$ cat config.mk
export PLATFORM = sky130hd
export DESIGN_NAME = icache
export DESIGN_NICKNAME = d
export VERILOG_FILES = /design/src/rtl/icache_pkg.sv /design/src/rtl/icache_array.sv /design/src/rtl/icache.sv
export SDC_FILE = /design/constraint.sdc
export NUM_CORES = 2
export LEC_CHECK = 0
export CAP_MARGIN = 20
export CORE_MARGIN = 10
export CORE_UTILIZATION = 30
export DETAILED_ROUTE_END_ITERATION = 12
export DONT_BUFFER_PORTS = 1
export PLACE_DENSITY = 0.48
export SYNTH_ARGS = -nofsm -noshare
export SYNTH_HDL_FRONTEND = slang
export SYNTH_SLANG_ARGS = --single-unit
$ cat constraint.sdc
create_clock -name clk -period 9.2 [get_ports clk]
set_input_delay 1.84 -clock clk [delete_from_list [all_inputs] [get_ports clk]]
set_output_delay 1.84 -clock clk [all_outputs]
set_load 0.01 [all_outputs]
$ cat src/rtl/icache_pkg.sv
// Shared definitions for the direct-mapped instruction cache: FSM state encoding and default geometry.
// Define ICACHE_BYPASS_EN at build time to forward the refill word straight to fetch during a miss.
package icache_pkg;

  localparam int ICACHE_INDEX_BITS = 6;

  typedef enum logic {
    IC_IDLE = 1'b0,
    IC_MISS = 1'b1
  } ic_state_e;

endpackage

$ cat src/rtl/icache_array.sv
// Valid/tag/data storage for the icache: one combinational read port, one synchronous write port.
// Only the valid bits are cleared by reset; tag and data contents are left as they are.
module icache_array
  import icache_pkg::*;
#(
  parameter int INDEX_BITS = ICACHE_INDEX_BITS,
  parameter int TAG_BITS   = 30 - INDEX_BITS
) (
  input  logic                  clk,
  input  logic                  rst,
  input  logic [INDEX_BITS-1:0] rd_idx,
  output logic                  rd_valid,
  output logic [TAG_BITS-1:0]   rd_tag,
  output logic [31:0]           rd_data,
  input  logic                  wr_en,
  input  logic [INDEX_BITS-1:0] wr_idx,
  input  logic [TAG_BITS-1:0]   wr_tag,
  input  logic [31:0]           wr_data
);

  localparam int LINES = 1 << INDEX_BITS;

  logic [LINES-1:0]    valid;
  logic [TAG_BITS-1:0] tag_mem  [LINES];
  logic [31:0]         data_mem [LINES];

  always_ff @(posedge clk) begin
    if (!rst) begin
      valid <= '0;
    end else if (wr_en) begin
      valid[wr_idx] <= 1'b1;
    end
  end

  always_ff @(posedge clk) begin
    if (wr_en) begin
      tag_mem[wr_idx]  <= wr_tag;
      data_mem[wr_idx] <= wr_data;
    end
  end

  assign rd_valid = valid[rd_idx];
  assign rd_tag   = tag_mem[rd_idx];
  assign rd_data  = data_mem[rd_idx];

endmodule

$ cat src/rtl/icache.sv
// Direct-mapped instruction cache: combinational hit path, single-word refill through the instruction-fetch port.
// Optional ICACHE_BYPASS_EN forwards instr_out to fetch on the refill cycle when the miss address is still requested.
module icache
  import icache_pkg::*;
#(
  parameter int INDEX_BITS = ICACHE_INDEX_BITS,
  parameter int TAG_BITS   = 30 - INDEX_BITS
) (
  input  logic        clk,
  input  logic        rst,
  input  logic        rdy,
  input  logic        if_req,
  input  logic [31:0] if_addr,
  output logic        if_valid,
  output logic [31:0] if_instr,
  output logic        instr_out_enable,
  output logic [31:0] instr_out_addr,
  input  logic        instr_out_valid,
  input  logic [31:0] instr_out
);

  ic_state_e             state, state_next;
  logic [31:0]           miss_addr, miss_addr_next;
  logic [31:0]           fetch_addr_next;
  logic                  fetch_en_next;
  logic [INDEX_BITS-1:0] idx;
  logic [TAG_BITS-1:0]   req_tag;
  logic                  line_valid;
  logic [TAG_BITS-1:0]   line_tag;
  logic [31:0]           line_data;
  logic                  hit;
  logic                  refill;
  logic                  bypass_hit;
  logic                  unused_addr_bits;

  assign idx     = if_addr[2+INDEX_BITS-1:2];
  assign req_tag = if_addr[31:2+INDEX_BITS];

  assign hit    = if_req & line_valid & (line_tag == req_tag) & (state == IC_IDLE) & rdy;
  assign refill = rdy & (state == IC_MISS) & instr_out_valid;

`ifdef ICACHE_BYPASS_EN
  assign bypass_hit = refill & if_req & (if_addr[31:2] == miss_addr[31:2]);
`else
  assign bypass_hit = 1'b0;
`endif

  assign if_valid = hit | bypass_hit;
  assign if_instr = bypass_hit ? instr_out : line_data;

  assign unused_addr_bits = ^{if_addr[1:0], miss_addr[1:0]};

  icache_array #(
    .INDEX_BITS (INDEX_BITS),
    .TAG_BITS   (TAG_BITS)
  ) u_array (
    .clk      (clk),
    .rst      (rst),
    .rd_idx   (idx),
    .rd_valid (line_valid),
    .rd_tag   (line_tag),
    .rd_data  (line_data),
    .wr_en    (refill & rst),
    .wr_idx   (miss_addr[2+INDEX_BITS-1:2]),
    .wr_tag   (miss_addr[31:2+INDEX_BITS]),
    .wr_data  (instr_out)
  );

  // A started fetch always runs to its valid pulse; rdy low freezes everything.
  always_comb begin
    state_next      = state;
    miss_addr_next  = miss_addr;
    fetch_en_next   = instr_out_enable;
    fetch_addr_next = instr_out_addr;
    if (rdy) begin
      case (state)
        IC_IDLE: begin
          if (if_req && !hit) begin
            miss_addr_next  = {if_addr[31:2], 2'b00};
            fetch_addr_next = {if_addr[31:2], 2'b00};
            fetch_en_next   = 1'b1;
            state_next      = IC_MISS;
          end
        end
        IC_MISS: begin
          if (instr_out_valid) begin
            fetch_en_next = 1'b0;
            state_next    = IC_IDLE;
          end
        end
        default: state_next = IC_IDLE;
      endcase
    end
  end

  always_ff @(posedge clk) begin
    if (!rst) begin
      state            <= IC_IDLE;
      miss_addr        <= '0;
      instr_out_enable <= 1'b0;
      instr_out_addr   <= '0;
    end else begin
      state            <= state_next;
      miss_addr        <= miss_addr_next;
      instr_out_enable <= fetch_en_next;
      instr_out_addr   <= fetch_addr_next;
    end
  end

endmodule

==> metrics.txt <==
nets@finish about 6400; remaining antenna violation count after routing 0; vias in the first global route approximately 69000; Post-CTS Setup Bufs 0; CTS tree yes; CP peak stage delay about 560 ps; Final Hold Fails 0; GR Overflow Total 0; initial core utilization 0.301; DRC viols 0; die extent in y between 700 and 800 µm; total die area between 400000 and 500000 µm²; initial antenna violation count 14; DR pass1 iterations 6; Async SR Flop Fraction 0; critical path's slowest cell a211oi_1; placement row count 251; crit-path max FO 149; Multi-input gate area ~30000 µm²; Max-slew headroom -0.348; Post-CTS Hold Buffers 0; final worst path period share 0.908; Chip Width 705 µm; Mapped Avg Cell Area around 23 µm²; crit-path leading delay family buffers and inverters; most common cell in the synthesized netlist edfxtp_1; final WL 442000 µm; EDFF count, synth between 3000 and 4000; final cell count without fillers approximately 13000; Register Area 110000 µm²; Pwr per Cell Area 214 nW/µm²; Root Buffer clkbuf_16; clock skew between 50 and 60 ps; Slew @ Worst Pin between 2000 and 2500 ps; Synth top cells by count edfxtp_1, mux4_2, mux2i_1; clk sinks roughly 3700; Pleak 48.3 nW; Fmax roughly 120 MHz; max cap viols 0; drt wl/cell approximately 34 µm; Worst IR Drop VDD 153 µV; Arrival @ worst endpoint 6510 ps; met2 wire len between 200000 and 250000 µm; Synth Cell Area between 100000 and 150000 µm²; area growth from synthesis to layout 14.6%; Clk Latency, worst-skew pair 1000 ps; routed via count just under 70000; Seq/Total Area, Yosys 0.778; setup violators final 0; Yosys reg bits about 3700; HPWL Detailed 223000 µm; HP Class flip-flop to flip-flop; status finished with violations; Final Critical Period approximately 8400 ps; I/O Buffers 0; cts repair resizes 0; post-synth top area share 0.764; Area contributors post-synth edfxtp_1, mux4_2, mux2i_1; Fin Setup TNS 0 ps; main flop type after synthesis edfxtp_1; first-pass GRT wire length approximately 600000 µm; total length of routed met3 wires 28300 µm; WL met1 around 180000 µm; dpl cells about 12000; layout cell share with drive strength beyond 1 0.275; Critical Path RT 7360 ps; Total Routing Usage GR 0.172; RD Place Congestion ~0.74; RSZ-0062 raised after global routing no; Num CTS Buffers 374; max-slew violation count between 200 and 250; Critical Path Sink Type output port; Gate Count Post-Synth just over 6000; post-synth top area cell edfxtp_1; drt via density 5.28; Netlist cell types just over 70; htree depth 5; Warnings, synthesis 0; Core Footprint between 400000 and 500000 µm²; Worst path most repeated cell buf_16; Worst-path clk slew 60 ps; Initial DRC Count between 8000 and 9000; CTS max path bufs 4; critical path type input pin to output port; worst path cell trace buf_16, buf_16, buf_16, buf_16, buf_16, mux4_2, mux4_2, and2_0, a211oi_1, a31oi_1; crit path buf inv count 5; total I/O pin count between 100 and 150; CP startpoint kind input pin; Top Metal Used met4; largest net degree at the start of global routing around 440; failing checks slew limit; fillers about 43000
==> flip-flops by register name, indices dropped and copies added (netlist names) <==
| signal | count |
|---|---|
| u_array.tag_mem | 1536 |
| u_array.data_mem | 2048 |
| u_array.valid | 64 |
| state | 1 |
| instr_out_enable | 1 |
| miss_addr | 30 |
==> layer usage <==
metal | track usage | vias up
met5 | 0 | -
li1 | - | 26587
met1 | 0.231 | 38254
met3 | 0.0276 | 550
met2 | 0.293 | 2567
met4 | 0.0394 | 0
==> report_power, final <==
group | switching, W | internal, W | total (W) | leakage (nW)
Combinational | 0.000736 | 0.000578 | 0.00131 | 10.6
Clock | 0.00657 | 0.00827 | 0.0148 | 5.75
Sequential | 0.0000155 | 0.0184 | 0.0184 | 32.0
Total | 0.00733 | 0.0272 | 0.0346 | 48.3
==> cell families after synthesis <==
group | after synthesis | synth area share
flops | 3680 | 0.778
mux | 1265 | 0.176
simple gates | 437 | 0.0145
compound gates | 347 | 0.0180
buf+inv | 338 | 0.0123
xor+xnor | 27 | 0.00168
other cells | 1 | 0.0000266
==> area by class of cell <==
| cell class | instances | area share |
|---|---|---|
| antenna | 4 | 0.0000620 |
| clock buffer | 457 | 0.0604 |
| clock inverter | 227 | 0.0125 |
| inverter | 6 | 0.000217 |
| multi-input combinational | 2078 | 0.187 |
| sequential | 3680 | 0.679 |
| tap | 6198 | 0.0481 |
| timing repair buffer | 220 | 0.0133 |
==> placed cells by master, fill, tap and decap left out, types with 8 or more instances in the layout <==
cell type and instances:
and2_1 18, nand2b_1 12, clkinv_1 90, and3_1 12, a21oi_1 36, xor2_1 14
clkbuf_1 78, edfxtp_1 3584, buf_4 186, dfxtp_2 24, nor2_1 43, a211oi_1 19
dfxtp_1 72, mux4_2 967, nor3_1 11, mux2i_1 278, o21ai_0 19, buf_16 9
nand4_1 13, clkbuf_16 377, mux2_2 20, bufinv_16 25, o22ai_1 19, inv_6 10
xnor2_1 13, a22oi_1 86, nor2_4 62, buf_12 25, clkinvlp_4 9, clkinv_2 74
clkinv_8 8, a221oi_1 15, nor2b_1 27, a31oi_1 20, nand3_1 43, nand2_1 158
o21a_1 66
==> through the flow <==
stage | setup slack [ps] | cell area, µm² | util | total power (W) | hold slack [ps]
5_1_grt | 712 | 161000 | 0.345 | 0.0356 | 482
6_report | 847 | 161000 | 0.345 | 0.0346 | 461
3_3_place_gp | 973 | 149000 | 0.320 | 0.0201 | 441
3_5_place_dp | 1030 | 150000 | 0.320 | 0.0201 | 448
4_1_cts | 1050 | 161000 | 0.345 | 0.0349 | 462
2_1_floorplan | 2020 | 141000 | - | 0.0197 | 435
==> worst register-to-register path, delay by kind of cell (launching register included) <==
family / cells / cell delay [ps]
simple gates: 5 / 2600
flops: 1 / 340
buf+inv: 2 / 1150
==> worst paths after layout <==
path,start,endpoint,slack [ps],cells after the start
worst max-delay path,if_addr[3],if_instr[27],850,10
worst min-delay path,u_array.valid[11],u_array.valid[11],460,1
worst max register to register,state,u_array.tag_mem[26][18],4690,7
worst min register to register,u_array.valid[11],u_array.valid[11],460,1
No activity file was read; power rests on OpenSTA's default activity.
